File: src/rtl/seq_multiplier_pkg.sv
// Shared definitions for the sequential shift-add multiplier.
// Holds the controller state encoding and the default operand width.
package seq_multiplier_pkg;

    localparam int DEFAULT_WORD_LENGTH = 16;

    typedef enum logic [1:0] {
        IDLE = 2'd0,
        CALC = 2'd1,
        DONE = 2'd2
    } state_t;

endpackage

File: src/rtl/seq_multiplier_step.sv
// Step counter for the multiplier: clears on capture, counts while enabled,
// and flags the final step with a terminal-count output.
module step_counter #(
    parameter int               WIDTH = 4,
    parameter logic [WIDTH-1:0] LAST  = '1
) (
    input  logic clk_i,
    input  logic rst_i,
    input  logic en_i,
    input  logic clr_i,
    output logic tc_o
);

    logic [WIDTH-1:0] count_q;
    logic [WIDTH-1:0] count_d;

    // Clear wins over enable so a new operation always restarts at zero.
    always_comb begin
        count_d = count_q;
        if (clr_i) begin
            count_d = '0;
        end else if (en_i) begin
            count_d = count_q + WIDTH'(1);
        end
    end

    always_ff @(posedge clk_i or posedge rst_i) begin
        if (rst_i) begin
            count_q <= '0;
        end else begin
            count_q <= count_d;
        end
    end

    assign tc_o = (count_q == LAST);

endmodule

File: src/rtl/seq_multiplier.sv
// Sequential shift-add multiplier with optional two's-complement operands.
// Works on magnitudes, one multiplier bit per cycle, then restores the sign.
module seq_multiplier
    import seq_multiplier_pkg::*;
#(
    parameter int WORD_LENGTH = DEFAULT_WORD_LENGTH
) (
    input  logic                       clk,
    input  logic                       reset,
    input  logic                       start,
    input  logic                       signed_mode,
    input  logic [WORD_LENGTH-1:0]     multiplicand,
    input  logic [WORD_LENGTH-1:0]     multiplier,
    output logic                       ready,
    output logic                       done,
    output logic                       load_en,
    output logic [2*WORD_LENGTH-1:0]   product
);

    localparam int CNT_W = (WORD_LENGTH > 1) ? $clog2(WORD_LENGTH) : 1;
    localparam int PW    = 2 * WORD_LENGTH;

    state_t                 state_q, state_d;
    logic [WORD_LENGTH-1:0] mcand_q, mcand_d;
    logic [PW-1:0]          acc_q, acc_d;
    logic                   sign_q, sign_d;
    logic [PW-1:0]          product_q, product_d;

    logic                   cnt_en;
    logic                   cnt_clr;
    logic                   cnt_tc;

    logic [WORD_LENGTH:0]   partial_sum;
    logic [PW-1:0]          acc_step;

    // -2^(W-1) negates to itself, which is the correct unsigned magnitude.
    function automatic logic [WORD_LENGTH-1:0] magnitude(
        input logic [WORD_LENGTH-1:0] value,
        input logic                   negate
    );
        return negate ? (-value) : value;
    endfunction

    step_counter #(
        .WIDTH (CNT_W),
        .LAST  (CNT_W'(WORD_LENGTH - 1))
    ) u_step_counter (
        .clk_i (clk),
        .rst_i (reset),
        .en_i  (cnt_en),
        .clr_i (cnt_clr),
        .tc_o  (cnt_tc)
    );

    // Upper half accumulates, lower half holds the remaining multiplier bits.
    assign partial_sum = {1'b0, acc_q[PW-1:WORD_LENGTH]}
                       + (acc_q[0] ? {1'b0, mcand_q} : '0);
    assign acc_step    = {partial_sum, acc_q[WORD_LENGTH-1:1]};

    always_comb begin
        state_d   = state_q;
        mcand_d   = mcand_q;
        acc_d     = acc_q;
        sign_d    = sign_q;
        product_d = product_q;
        cnt_en    = 1'b0;
        cnt_clr   = 1'b0;
        ready     = 1'b0;
        done      = 1'b0;

        case (state_q)
            IDLE: begin
                ready = 1'b1;
                if (start) begin
                    mcand_d = magnitude(multiplicand,
                                        signed_mode & multiplicand[WORD_LENGTH-1]);
                    acc_d   = {{WORD_LENGTH{1'b0}},
                               magnitude(multiplier,
                                         signed_mode & multiplier[WORD_LENGTH-1])};
                    sign_d  = signed_mode
                            & (multiplicand[WORD_LENGTH-1] ^ multiplier[WORD_LENGTH-1]);
                    cnt_clr = 1'b1;
                    state_d = CALC;
                end
            end
            CALC: begin
                cnt_en = 1'b1;
                acc_d  = acc_step;
                if (cnt_tc) begin
                    product_d = sign_q ? (-acc_step) : acc_step;
                    state_d   = DONE;
                end
            end
            DONE: begin
                done    = 1'b1;
                state_d = IDLE;
            end
            default: begin
                state_d = IDLE;
            end
        endcase
    end

    always_ff @(posedge clk or posedge reset) begin
        if (reset) begin
            state_q   <= IDLE;
            mcand_q   <= '0;
            acc_q     <= '0;
            sign_q    <= 1'b0;
            product_q <= '0;
        end else begin
            state_q   <= state_d;
            mcand_q   <= mcand_d;
            acc_q     <= acc_d;
            sign_q    <= sign_d;
            product_q <= product_d;
        end
    end

    assign load_en = done;
    assign product = product_q;

endmodule

File: config.mk
export PLATFORM = sky130hd
export DESIGN_NAME = seq_multiplier
export DESIGN_NICKNAME = d
export VERILOG_FILES = /design/src/rtl/seq_multiplier_pkg.sv /design/src/rtl/seq_multiplier_step.sv /design/src/rtl/seq_multiplier.sv
export SDC_FILE = /design/constraint.sdc
export NUM_CORES = 1
export LEC_CHECK = 0
export CORE_UTILIZATION = 55
export CTS_BUF_LIST = sky130_fd_sc_hd__clkbuf_4
export DETAILED_ROUTE_END_ITERATION = 10
export GPL_ROUTABILITY_DRIVEN = 0
export GPL_TIMING_DRIVEN = 1
export PLACE_DENSITY = 0.79
export SYNTH_ARGS = -nofsm -noshare
export SYNTH_HDL_FRONTEND = slang
export SYNTH_SLANG_ARGS = --single-unit
File: constraint.sdc
create_clock -name clk -period 4.5 [get_ports clk]
set_input_delay 1.35 -clock clk [delete_from_list [all_inputs] [get_ports clk]]
set_output_delay 1.35 -clock clk [all_outputs]
set_load 0.02 [all_outputs]
==> results.md, run 1 <==
* Status: finished clean
* Number of cells upsized or downsized after cts at 0
* Die area at 10800 um^2
* Main synth FF type: dfrtp_1
* Sequential power share at 31.3%
* Worst Path Buf+Inv at 0
* Met1 Resource Use GR at 36.2%
* Wirelength per Cell at 15.6 um
* CTS root buf: clkbuf_4
* Layout cell share with drive strength beyond 1 at 6.29%
* Avg Cell Area, Syn at 8.71 um^2
* TritonCTS clock tree: yes
* Global-route usage over all layers at 25.2%
* Final-report setup violation count at 0
* Synth top area share at 38.1%
* RSZ-0062 raised after global routing: false
* Max Cap Violations at 0
* Pleak at 2.79 nW
* Row count at 36
* Critical path endpoint category: register
* Peak VDD IR at 0.404 mV
* Worst hold slack at 0.483 ns
* Pre-CTS setup slack at 0.740 ns
* Critical-path cell list: and2_1 -> ha_1 -> fa_1 -> xnor2_1 -> nand3b_4 -> a211oi_2 -> o2111ai_1 -> nand3b_4 -> or4_1 -> or4_1 -> nand3_1
* Yosys warns at 0
* CP max FO at 17
* Pwr/cell area at 711 nW/um^2
* H-tree Lvls at 3
* Sw Ratio at 47.9%
* First-pass GRT wire length at 22300 um
* Netlist cell types at 69
* Synth area leaders: dfrtp_1 (38%), o21ai_0 (8.1%), nand2_1 (6.5%)
* CP delay by family, top: simple AND/OR/NAND/NOR gates
* Met3 usage at 2.69%
* Final cell count without fillers at 848
* Worst Skew at 0.0241 ns
* # clock sinks at 87
* Worst skew pair latency at 0.44 ns
* Setup_tns at 0 ns
* Core region area at 9910 um^2
* Initial Util at 57.7%
* Routed WL at 13200 um
* Net load switching power at 2.25 mW
* Largest net degree at the start of global routing at 62
* Die Wd at 104 um
* CP Data Required Time at 4.88 ns
* Met2 usage at 39.4%
* ANT nets after route at 0
* Die H at 104 um
* Yosys reg bits at 87
* Vias post-DR at 5042
* Sequential-to-total area share from yosys stat at 38.1%
* Detail Placement HPWL at 10100 um
* Residual DRC at 0
* Critical path startpoint category: register
* Cell accounting for the most synthesized area: dfrtp_1
* Fin crit share at 85.8%
* PortBufs at 70
* Relative slew slack at 30.9%
* Total CTS buffers at 9
* First-pass DRT Iterations at 5
* Initial DRC Count at 368
* Total gr overflow at 0
* Clock tree buffer depth at 2
* Setup ws final at 0.637 ns
* Nets@finish at 767
* Cell Int Power at 2.45 mW
* Syn Inst Count at 656
* Gr busiest metal: met2
* Max Fclk at 0.259 GHz
* Worst-Margin Slew at 1.04 ns
* Area of the multi-input gates at 3360 um^2
* Area delta synth->final at 15.7%
* CP max stage delay at 0.54 ns
* Post-CTS Setup Bufs at 0
* Crit path kind: register to register
* Ys async rst share at 100%
* CP max stage cell: dfrtp_1
* Combinational Power Share at 60.5%
* Number of flops mapped to enable cells by yosys at 0
* Placed insts at 832
* Slew Viols, Final at 0
* Final hold viol count at 0
* I/O pin total at 71
* Number of global-route vias before repair at 4697
* Total of fill cells in the finished design at 836
* Hold_buf cts at 0
* FF/Latch Area at 2180 um^2
* Worst hold-check path type: register to register
* Min cycle time layout at 3.86 ns
* Via density at 5.95
* Antenna violations before repair at 0
* CP arrival at 4.24 ns
* Share of total power in the clock network at 8.2%
* Worst-path clk slew at 0.13 ns
* Net count after synthesis at 713
* Antenna diodes at 0
* Mapped cell area at 5720 um^2
-- layer usage --
layer | share of wire [%] | wire [um] | up-vias
li1 | - | - | 2464
met1 | 47 | 6260 | 2376
met2 | 46 | 6020 | 177
met3 | 5.4 | 718 | 25
met4 | 1.7 | 219 | 0
met5 | 0 | 0 | -
-- synth_stat cells (3+ instances only) --
cell and n:
o41ai_1 6, nand3_1 27, xor2_1 34, o31ai_1 12, or3_1 3, ha_1 20, nand3b_1 3, dfrtp_1 87
a211oi_1 4, nor2b_1 6, o211ai_1 4, o2111ai_1 3, inv_1 13, nand2_1 99, a21oi_1 18, or4_1 5
nand4_1 5, nor2_1 28, and2_1 24, nor4_1 5, nor3_1 11, clkbuf_1 30, a21o_1 6, nand2b_1 7
o21ai_0 92, a22oi_1 14, and3_1 3, or2_2 4, a221oi_1 3, xnor2_1 25, a211o_1 3, nor3b_1 4
-- per-stage QoR --
step           util [%]  power, mW  instance area [um^2]
2_1_floorplan         -       3.46                  5720
3_3_place_gp       65.6       4.17                  6500
3_5_place_dp       65.6       4.30                  6500
4_1_cts            66.7       4.69                  6610
5_1_grt            66.7       5.08                  6610
6_report           66.7       4.70                  6610
-- area by class of cell --
type,count,area share (%)
Clock buffer,11,1.25
Tap cell,133,2.52
Timing Repair Buffer,76,11.3
Inverter,13,0.757
Clock inverter,5,0.511
Sequential cell,87,32.9
Multi-Input combinational cell,523,50.8
-- worst min-delay path: stages (launching register included) --
cell and delay, ns:
dfrtp_1 0.36, nand2_1 0.04, o21ai_0 0.05
-- kinds of logic after synthesis --
group                    Yosys count  synth area share (%)
XOR/XNOR                          60                  9.32
multiplexers                       3                 0.547
AO/OA/AOI/OAI                    194                  22.2
flip-flops                        87                  38.1
AND/OR/NAND/NOR                  245                  21.9
buffers and inverters             46                  3.24
adder cells (fa/ha/maj)           21                  4.73
-- final timing paths --
path / cells after the start / start / endpoint / slack (ns)
min: 2 / mcand_q[4] / mcand_q[4] / 0.48
max: 11 / acc_q[0] / product[31] / 0.64
max reg2reg: 11 / acc_q[0] / product[31] / 0.64
max in group asynchronous: 3 / reset / mcand_q[11] / 2.53
min reg2reg: 2 / mcand_q[4] / mcand_q[4] / 0.48
min in group asynchronous: 2 / reset / acc_q[16] / 1.15
-- power by group through the flow --
stage / clock network (mW) / logic (mW) / registers, mW
floorplan: 0 / 1.95 / 1.51
CTS: 0.396 / 2.83 / 1.47
detailed placement: 0 / 2.82 / 1.48
finish: 0.386 / 2.85 / 1.47
global route: 0.428 / 3.13 / 1.52
global placement: 0 / 2.71 / 1.46
-- placed cells by master, fill, tap and decap left out, types with 18 or more instances in the layout --
master	netlist	layout
ha_1	20	20
o21ai_0	92	92
nand2_1	99	99
xor2_1	34	34
xnor2_1	25	25
a21oi_1	18	18
nand3_1	27	27
dfrtp_1	87	87
clkdlybuf4s50_1	0	70
nor2_1	28	28
and2_1	24	24
-- state kept, by name, summed over array words and instances, names as in the netlist --
signal and cells:
acc_q 32, product 32, mcand_q 16, u_step_counter.count_q 4, state_q 2, sign_q 1
(Power assumes the default switching activity.)
==> run 2: changes to the inputs <==
--- a/config.mk
+++ b/config.mk
@@ -6,7 +6,7 @@
 export NUM_CORES = 1
 export LEC_CHECK = 0
 export CORE_UTILIZATION = 55
-export CTS_BUF_LIST = sky130_fd_sc_hd__clkbuf_4
+export CTS_BUF_LIST = sky130_fd_sc_hd__clkbuf_16
 export DETAILED_ROUTE_END_ITERATION = 10
 export GPL_ROUTABILITY_DRIVEN = 0
 export GPL_TIMING_DRIVEN = 1
==> results.md, run 2 (synthesis results as in run 1) <==
* Max Fclk at 0.261 GHz (+0.78%)
* Placement Cell Area at 6500 um^2 (unchanged)
* Critical path startpoint category: register
* Critical path endpoint category: register
* RR Startpoint: acc_q[0]
* Crit path from: acc_q[0]
* Peak VDD IR at 0.409 mV (+1.2%)
* Routed WL at 13300 um (+0.29%)
* Status: finished clean
* Clock tree buffer depth at 2 (unchanged)
* Final hold viol count at 0 (unchanged)
* Initial DRC Count at 442 (+20%)
* First-pass GRT wire length at 22300 um (-0.31%)
* Final-report setup violation count at 0 (unchanged)
* ANT nets after route at 0 (unchanged)
* Die area at 10800 um^2 (unchanged)
* Pre-CTS setup slack at 0.740 ns (unchanged)
* CP arrival at 4.11 ns (-0.13 ns)
* Crit path kind: register to register
* Worst hold-check path type: register to register
* Die Wd at 104 um (unchanged)
* CP max FO at 17 (unchanged)
* PortBufs at 70 (unchanged)
* I/O pin total at 71 (unchanged)
* First-pass DRT Iterations at 5 (unchanged)
* CP Data Required Time at 4.77 ns (-0.11 ns)
* Pwr/cell area at 737 nW/um^2 (+3.6%)
* Global-route usage over all layers at 25.2% (+0.041 points)
* Detail Placement HPWL at 10100 um (unchanged)
* Antenna violations before repair at 0 (unchanged)
* Most common cell after layout, fill and taps aside: nand2_1
* TritonCTS clock tree: yes
* Final Cell Area at 6760 um^2 (+2.3%)
* Number of cells upsized or downsized after cts at 0 (unchanged)
* Total CTS buffers at 9 (unchanged)
* Nets@finish at 767 (unchanged)
* Layout cell share with drive strength beyond 1 at 6.01% (-0.28 points)
* Min cycle time layout at 3.83 ns (-0.0300 ns)
* Setup ws final at 0.667 ns (+0.0300 ns)
* Worst-path clk slew at 0.06 ns (-0.07 ns)
* Worst hold start: mcand_q[4]
* Hold Crit Depth at 2 (unchanged)
* CTS root buf: clkbuf_16
* Pleak at 2.87 nW (+2.5%)
* Slew Viols, Final at 0 (unchanged)
* Initial Util at 57.7% (unchanged)
* Area delta synth->final at 18.3%
* Number of global-route vias before repair at 4656 (-0.87%)
* RSZ-0062 raised after global routing: false
* Via density at 5.90 (-0.77%)
* Most frequent cells in the layout: nand2_1 (99), o21ai_0 (92), dfrtp_1 (87), clkdlybuf4s50_1 (70), xor2_1 (34)
* Setup_tns at 0 ns (unchanged)
* Antenna diodes at 0 (unchanged)
* Vias post-DR at 5003 (-0.77%)
* Die H at 104 um (unchanged)
* Fin crit share at 85.2% (-0.67 points)
* Total gr overflow at 0 (unchanged)
* # clock sinks at 87 (unchanged)
* Relative slew slack at 30.0% (-0.93 points)
* Hold_buf cts at 0 (unchanged)
* Worst-Margin Slew at 1.05 ns (+0.0140 ns)
* Worst Skew at 0.00849 ns (-0.0156 ns)
* Largest net degree at the start of global routing at 62 (unchanged)
* Residual DRC at 0 (unchanged)
* Finished Core Util at 68.2% (+1.5 points)
* Row count at 36 (unchanged)
* Post-CTS Setup Bufs at 0 (unchanged)
* H-tree Lvls at 3 (unchanged)
* Wirelength per Cell at 15.6 um (+0.29%)
* Core region area at 9910 um^2 (unchanged)
* Worst skew pair latency at 0.34 ns (-0.10 ns)
* R2r worst-path depth at 11 (unchanged)
* Max Cap Violations at 0 (unchanged)
run 2: critical path, cell delays in order (launching register included):
cell       delay, ns
dfrtp_1         0.52
and2_1          0.23
ha_1            0.22
fa_1            0.41
xnor2_1         0.42
nand3b_4        0.13
a211oi_2        0.31
o2111ai_1       0.20
nand3b_4        0.22
or4_1           0.50
or4_1           0.49
nand3_1         0.10
run 2: area by class of cell:
class	count	area [um^2]
Clock buffer	9	225
Clock inverter	7	41.3
Fill cell	815	3150
Inverter	13	50.0
Multi-Input combinational cell	523	3360
Sequential cell	87	2180
Tap cell	133	166
Timing Repair Buffer	76	746
run 2: metrics by stage:
step	hold WS, ns	total power [mW]	cells
after floorplan	0.438	3.46	656
after global placement	0.455	4.17	832
after detailed placement	0.464	4.30	832
after CTS	0.476	4.97	848
after global routing	0.496	5.37	848
final	0.469	4.99	848
run 2: metal layers:
metal  share of wire [%]  wire length (um)  vias up  GRT usage (%)
li1                    -                 -     2469              -
met2                  46              6050      171           39.6
met3                 5.7               752       15           3.20
met4                 1.4               189        0           8.57
met5                   0                 0        -              0
met1                  47              6260     2348           36.0
run 2: where the power goes:
group | switching [mW] | internal [mW]
Combinational | 1.66 | 1.19
Clock | 0.297 | 0.369
Sequential | 0.334 | 1.14
run 2: worst paths after layout:
kind | endpoint | slack, ns
worst min register to register | mcand_q[4] | 0.47
worst max register to register | product[31] | 0.67
min in group asynchronous | product[4] | 1.27
worst max-delay path | product[31] | 0.67
max in group asynchronous | acc_q[18] | 2.43
worst min-delay path | mcand_q[4] | 0.47
